**config.mk**
```make
export PLATFORM = sky130hd
export DESIGN_NAME = store_buffer_ctrl
export DESIGN_NICKNAME = d
export VERILOG_FILES = /design/src/rtl/sb_pkg.sv /design/src/rtl/sb_ctrl_checker.sv /design/src/rtl/sb_drain_fsm.sv /design/src/rtl/store_buffer_ctrl.sv
export SDC_FILE = /design/constraint.sdc
export NUM_CORES = 1
export LEC_CHECK = 0
export CAP_MARGIN = 10
export CORE_MARGIN = 8
export CORE_UTILIZATION = 47
export CTS_CLUSTER_SIZE = 16
export DETAILED_ROUTE_END_ITERATION = 10
export PLACE_DENSITY = 0.8
export SYNTH_ARGS = -nofsm -noshare
export SYNTH_HDL_FRONTEND = slang
export SYNTH_SLANG_ARGS = --single-unit
```
**constraint.sdc**
```tcl
create_clock -name clk -period 2.6 [get_ports clk]
set_input_delay 0.52 -clock clk [delete_from_list [all_inputs] [get_ports clk]]
set_output_delay 0.52 -clock clk [all_outputs]
set_load 0.01 [all_outputs]
```
**src/rtl/sb_pkg.sv**
```systemverilog
// Shared types and constants for the store buffer pointer/drain controller.
// Pointers carry one extra wrap bit above the entry index.
package sb_pkg;

    localparam int SB_DEPTH = 8;
    localparam int PTR_W    = 4;
    localparam int IDX_W    = PTR_W - 1;

    typedef logic [PTR_W-1:0] ptr_t;

    typedef enum logic [1:0] {
        IDLE = 2'd0,
        REQ  = 2'd1,
        WAIT = 2'd2
    } drain_state_t;

    function automatic ptr_t ptr_add(input ptr_t p, input logic [1:0] n);
        return p + {{(PTR_W-2){1'b0}}, n};
    endfunction

    function automatic logic [IDX_W-1:0] ptr_idx(input ptr_t p);
        return p[IDX_W-1:0];
    endfunction

endpackage

```
**src/rtl/sb_ctrl_checker.sv**
```systemverilog
// Protocol checks on the pointer relationships of the store buffer controller.
module sb_ctrl_checker
    import sb_pkg::*;
(
    input logic             clk,
    input logic             rst_n,
    input logic [PTR_W-1:0] wp,
    input logic [PTR_W-1:0] cp,
    input logic [PTR_W-1:0] rp,
    input logic [1:0]       commit_cnt
);

    logic [PTR_W-1:0] uncommitted_s, occupancy_s;

    always_comb begin
        uncommitted_s = wp - cp;
        occupancy_s   = wp - rp;
    end

    a_commit_bound: assert property (@(posedge clk) disable iff (!rst_n)
        ({{(PTR_W-2){1'b0}}, commit_cnt} <= uncommitted_s))
        else $error("sb_ctrl_checker: commit_cnt exceeds uncommitted entries");

    a_occupancy: assert property (@(posedge clk) disable iff (!rst_n)
        (occupancy_s <= PTR_W'(SB_DEPTH)))
        else $error("sb_ctrl_checker: occupancy exceeds buffer depth");

endmodule

```
**src/rtl/sb_drain_fsm.sv**
```systemverilog
// In-order drain of committed store buffer entries to the dcache over a
// req/gnt/done handshake; owns the read pointer.
module sb_drain_fsm
    import sb_pkg::*;
(
    input  logic             clk,
    input  logic             rst_n,
    input  logic [PTR_W-1:0] cp,
    input  logic [PTR_W-1:0] cp_next,
    input  logic             dc_gnt,
    input  logic             dc_done,
    output logic [PTR_W-1:0] rp,
    output logic             dc_req,
    output logic [IDX_W-1:0] dc_idx,
    output logic             busy
);

    drain_state_t     state_q, state_d;
    logic [PTR_W-1:0] rp_q, rp_d, rp_inc_s;
    logic             dc_req_q, dc_req_d;
    logic [IDX_W-1:0] dc_idx_q, dc_idx_d;

    // State, read pointer and request registers
    always_ff @(posedge clk or negedge rst_n) begin
        if (!rst_n) begin
            state_q  <= IDLE;
            rp_q     <= {PTR_W{1'b0}};
            dc_req_q <= 1'b0;
            dc_idx_q <= {IDX_W{1'b0}};
        end else begin
            state_q  <= state_d;
            rp_q     <= rp_d;
            dc_req_q <= dc_req_d;
            dc_idx_q <= dc_idx_d;
        end
    end

    // Next-state logic; a done seen in REQ is ignored, only WAIT retires
    always_comb begin
        state_d  = state_q;
        rp_d     = rp_q;
        dc_req_d = dc_req_q;
        dc_idx_d = dc_idx_q;
        rp_inc_s = ptr_add(rp_q, 2'd1);
        case (state_q)
            IDLE: begin
                if (cp != rp_q) begin
                    state_d  = REQ;
                    dc_req_d = 1'b1;
                    dc_idx_d = ptr_idx(rp_q);
                end else begin
                    state_d  = IDLE;
                    dc_req_d = 1'b0;
                end
            end
            REQ: begin
                if (dc_gnt) begin
                    state_d  = WAIT;
                    dc_req_d = 1'b0;
                end else begin
                    state_d  = REQ;
                    dc_req_d = 1'b1;
                end
            end
            WAIT: begin
                if (dc_done) begin
                    rp_d = rp_inc_s;
                    // Commits landing this cycle count, so back-to-back drains need no IDLE bubble
                    if (cp_next != rp_inc_s) begin
                        state_d  = REQ;
                        dc_req_d = 1'b1;
                        dc_idx_d = ptr_idx(rp_inc_s);
                    end else begin
                        state_d  = IDLE;
                        dc_req_d = 1'b0;
                    end
                end else begin
                    state_d  = WAIT;
                    dc_req_d = 1'b0;
                end
            end
            default: begin
                state_d  = IDLE;
                dc_req_d = 1'b0;
            end
        endcase
    end

    always_comb begin
        rp     = rp_q;
        dc_req = dc_req_q;
        dc_idx = dc_idx_q;
        busy   = (state_q != IDLE);
    end

endmodule

```
**src/rtl/store_buffer_ctrl.sv**
```systemverilog
// Store buffer pointer controller: allocation, commit tracking, flush
// rollback and in-order drain to the dcache.
module store_buffer_ctrl
    import sb_pkg::*;
(
    input  logic             clk,
    input  logic             reset,
    input  logic             alloc_valid,
    input  logic [1:0]       alloc_cnt,
    output logic             alloc_ok,
    output logic [PTR_W-1:0] sb_write_point,
    output logic [PTR_W-1:0] sb_commit_point,
    output logic [PTR_W-1:0] sb_read_point,
    output logic [PTR_W-1:0] sb_free_cnt,
    output logic [4:0]       store_exe_num,
    input  logic [1:0]       commit_cnt,
    input  logic             flush,
    output logic             dc_req,
    output logic [IDX_W-1:0] dc_idx,
    input  logic             dc_gnt,
    input  logic             dc_done,
    output logic             sb_empty,
    output logic             drain_busy
);

    logic [PTR_W-1:0] wp_q, wp_d, cp_q, cp_d;
    logic [PTR_W-1:0] rp_s, occ_s, free_s;
    logic             alloc_ok_s;

    // Write and commit pointer registers
    always_ff @(posedge clk or negedge reset) begin
        if (!reset) begin
            wp_q <= {PTR_W{1'b0}};
            cp_q <= {PTR_W{1'b0}};
        end else begin
            wp_q <= wp_d;
            cp_q <= cp_d;
        end
    end

    // Free space uses registered pointers, so a drain frees space one cycle later
    always_comb begin
        occ_s      = wp_q - rp_s;
        free_s     = PTR_W'(SB_DEPTH) - occ_s;
        alloc_ok_s = alloc_valid & ~flush & ({{(PTR_W-2){1'b0}}, alloc_cnt} <= free_s);
        cp_d       = ptr_add(cp_q, commit_cnt);
        if (flush) begin
            wp_d = cp_d;
        end else if (alloc_ok_s) begin
            wp_d = ptr_add(wp_q, alloc_cnt);
        end else begin
            wp_d = wp_q;
        end
    end

    sb_drain_fsm u_drain (
        .clk     (clk),
        .rst_n   (reset),
        .cp      (cp_q),
        .cp_next (cp_d),
        .dc_gnt  (dc_gnt),
        .dc_done (dc_done),
        .rp      (rp_s),
        .dc_req  (dc_req),
        .dc_idx  (dc_idx),
        .busy    (drain_busy)
    );

    sb_ctrl_checker u_chk (
        .clk        (clk),
        .rst_n      (reset),
        .wp         (wp_q),
        .cp         (cp_q),
        .rp         (rp_s),
        .commit_cnt (commit_cnt)
    );

    always_comb begin
        alloc_ok        = alloc_ok_s;
        sb_write_point  = wp_q;
        sb_commit_point = cp_q;
        sb_read_point   = rp_s;
        sb_free_cnt     = free_s;
        store_exe_num   = {1'b0, rp_s};
        sb_empty        = (wp_q == rp_s);
    end

endmodule
```
==> impl_metrics.toml <==
[power_and_ir_drop]
p_leak_nw = 0.857
p_per_area_nw_per_um2 = 1690
vdd_ir_drop_max_uv = 1290

[drt]
via_count = 1089
ant_nets = 0
drt-wirelength-per-cell_um = 15.2
drc = 0
viasPerCell = 5.07
wirelength_um = 3270
dr.pass1.iters = 4
drt_iter0_drc = 23

[sta]
setup_ws_ns = -0.110
finalSetupViolations = 2
skew_ns = 0.00537
min_period_ns = 2.71
rsz0062_at_grt = "yes"
fmax_mhz = 369
relSlewSlack_pct = 47.6
final.setup.tns_ns = -0.208
worst_pin_slew_ns = 0.784
finalHoldViolCount = 0
fin_crit_sh_pct = 104
hold_slack_ns = 0.513
drv_slew = 0

[synth]
yosysUniqueCellTypes = 38
synth_top_area_share_pct = 33.5
synth_top_cell_by_area = "dfrtp_1"
synthFlopType = "dfrtp_1"
netlist_instances = 133
synth_area_um2 = 1270
synth-edff-count = 0
synth_seq_cells = 17
synth-seq-area-share_pct = 33.5
ys_top_cells_by_area = "dfrtp_1 (33%), ha_1 (11%), xnor2_1 (8.3%)"
synth_nets = 157
async_flop_share_pct = 100
yosys_warnings = 0
avgSynthCellArea_um2 = 9.56

[clocking]
clock_path_buffers = 2
clkSinkCount = 17
cts-root-buf = "clkbuf_4"
clock_latency_ns = 0.30
htree_levels = 1
cts.clk_slew.worst_paths_ns = 0.10
cts_tree = "built"
cts_buffers = 3

[layout]
instances_no_fill = 215
fillers = 209
seq_area_um2 = 425
multi_input_area_um2 = 813
nNetsFinal = 209
diodes = 0
fin_area_um2 = 1860
drive_gt1_share_pct = 25.5
area_delta_synth_final_pct = 46.7

[global_routing]
grt_pass1_vias = 1206
grt_overflow = 0
antenna_found_initial = 0
grt.total_usage_pct = 15.0
grt_pass1_wl_um = 5400
grt_max_degree = 18

[floorplanning]
die_w_um = 68.0
start_util_pct = 47.7
io_pins = 38
die_y_um = 68.0
core_region_area_um2 = 2660
die-area_um2 = 4620
rows = 19

[job]
max_cap_viol_count = 0

[place]
placed_cells = 210
place_area_um2 = 1770
dpl_worst_slack_ns = -0.348
portBuffers = 36
gp_congestion = 0.836
dp_hpwl_um = 2500

[run_status]
outcome = "finished, violations left"
violations = "setup timing"

[setup_path]
arrival_ns = 2.19
path_class = "flop to output pin"
setup.worst_path.start_class = "flop"
cp_max_fo = 2
crit_required_ns = 2.08
cp-end-kind = "output pin"
r2r_slack_ns = 0.19

[hold_path]
hold_path.class = "flop to flop"
-- flip-flops by register name, indices dropped and copies added, names as in the netlist --
| name | count |
|---|---|
| sb_write_point | 4 |
| u_drain.rp | 4 |
| u_drain.dc_idx | 3 |
| u_drain.state_q | 2 |
| sb_commit_point | 4 |
-- routing by layer --
layer / track usage [%] / wire length (um)
met1: 17.9 / 1410
met2: 25.8 / 1630
met3: 3.11 / 177
met4: 5.63 / 55
met5: 0 / 0
-- where the power goes --
group / internal [mW] / leakage (nW) / switching [mW] / total, mW
logic: 1.35 / 0.632 / 1.11 / 2.47
registers: 0.396 / 0.207 / 0.141 / 0.537
clock network: 0.0574 / 0.0177 / 0.0878 / 0.145
-- cell usage in the layout (no fill, tap or decap), types with 5 or more instances in the layout --
cell type,count
a21oi_1,5
buf_4,20
clkdlybuf4s50_1,33
dfrtp_1,17
ha_1,7
inv_1,13
nand2_1,7
nand3_1,8
nor2_1,6
xnor2_1,10
xor2_1,5
-- path summary, 6_finish.rpt --
| path | start | end | cells after the start |
|---|---|---|---|
| worst max-delay path | sb_write_point[1] | alloc_ok | 9 |
| max in group asynchronous | reset | sb_commit_point[0] | 1 |
| worst min register to register | u_drain.dc_idx[1] | u_drain.dc_idx[1] | 1 |
| worst min-delay path | u_drain.dc_idx[1] | u_drain.dc_idx[1] | 1 |
| worst max register to register | sb_write_point[1] | sb_write_point[3] | 11 |
| min in group asynchronous | reset | sb_commit_point[1] | 1 |
-- worst max-delay path, stage by stage (launching register included) --
cell	delay (ns)
dfrtp_1	0.39
inv_2	0.08
ha_4	0.22
ha_4	0.16
fa_2	0.35
xnor2_2	0.17
xnor2_2	0.16
o21ai_2	0.18
nor2_2	0.04
buf_2	0.13
-- area by class of cell --
type	instances	area share (%)
clock buffers	3	1.21
repair buffers	56	27.0
multi-input cells	92	43.6
flip-flops and latches	17	22.8
clock inverters	1	0.268
inverters	15	3.02
well taps	31	2.08
-- logic make-up after synthesis --
| family | Yosys count | share of synthesized area, % |
|---|---|---|
| simple gates | 34 | 13.2 |
| buf+inv | 24 | 9.25 |
| compound gates | 21 | 11.6 |
| xor+xnor | 19 | 14.3 |
| flops | 17 | 33.5 |
| fa+ha+maj | 14 | 15.6 |
| mux | 3 | 2.36 |
| other cells | 1 | 0.295 |
-- per-stage QoR --
step | utilization [%] | power [mW]
finish | 70.0 | 3.15
global route | 70.0 | 3.41
CTS | 68.2 | 2.98
detailed placement | 66.4 | 2.80
global placement | 66.4 | 2.72
floorplan | - | 1.81
-- what timing repair did --
action                                  in CTS  in global routing
pin swaps                                    3                  3
setup buffers                                0                  1
resized for setup                           13                  6
endpoints found under the setup margin       3                  2
hold buffers                                 0                  0
-- cell usage after synthesis (2+ instances only) --
cell type and number:
inv_1 15, a21oi_1 6, o22ai_1 2, xnor2_2 2, ha_1 11, mux2i_1 3
nand3_1 8, nor3_1 2, nand2_1 7, dfrtp_1 17, xor2_1 5, o21ai_0 4
o21a_1 2, fa_1 3, buf_4 5, xnor2_1 12, nor2_1 7, nor2b_1 2
Note: power is estimated with default switching activity, not from simulation.
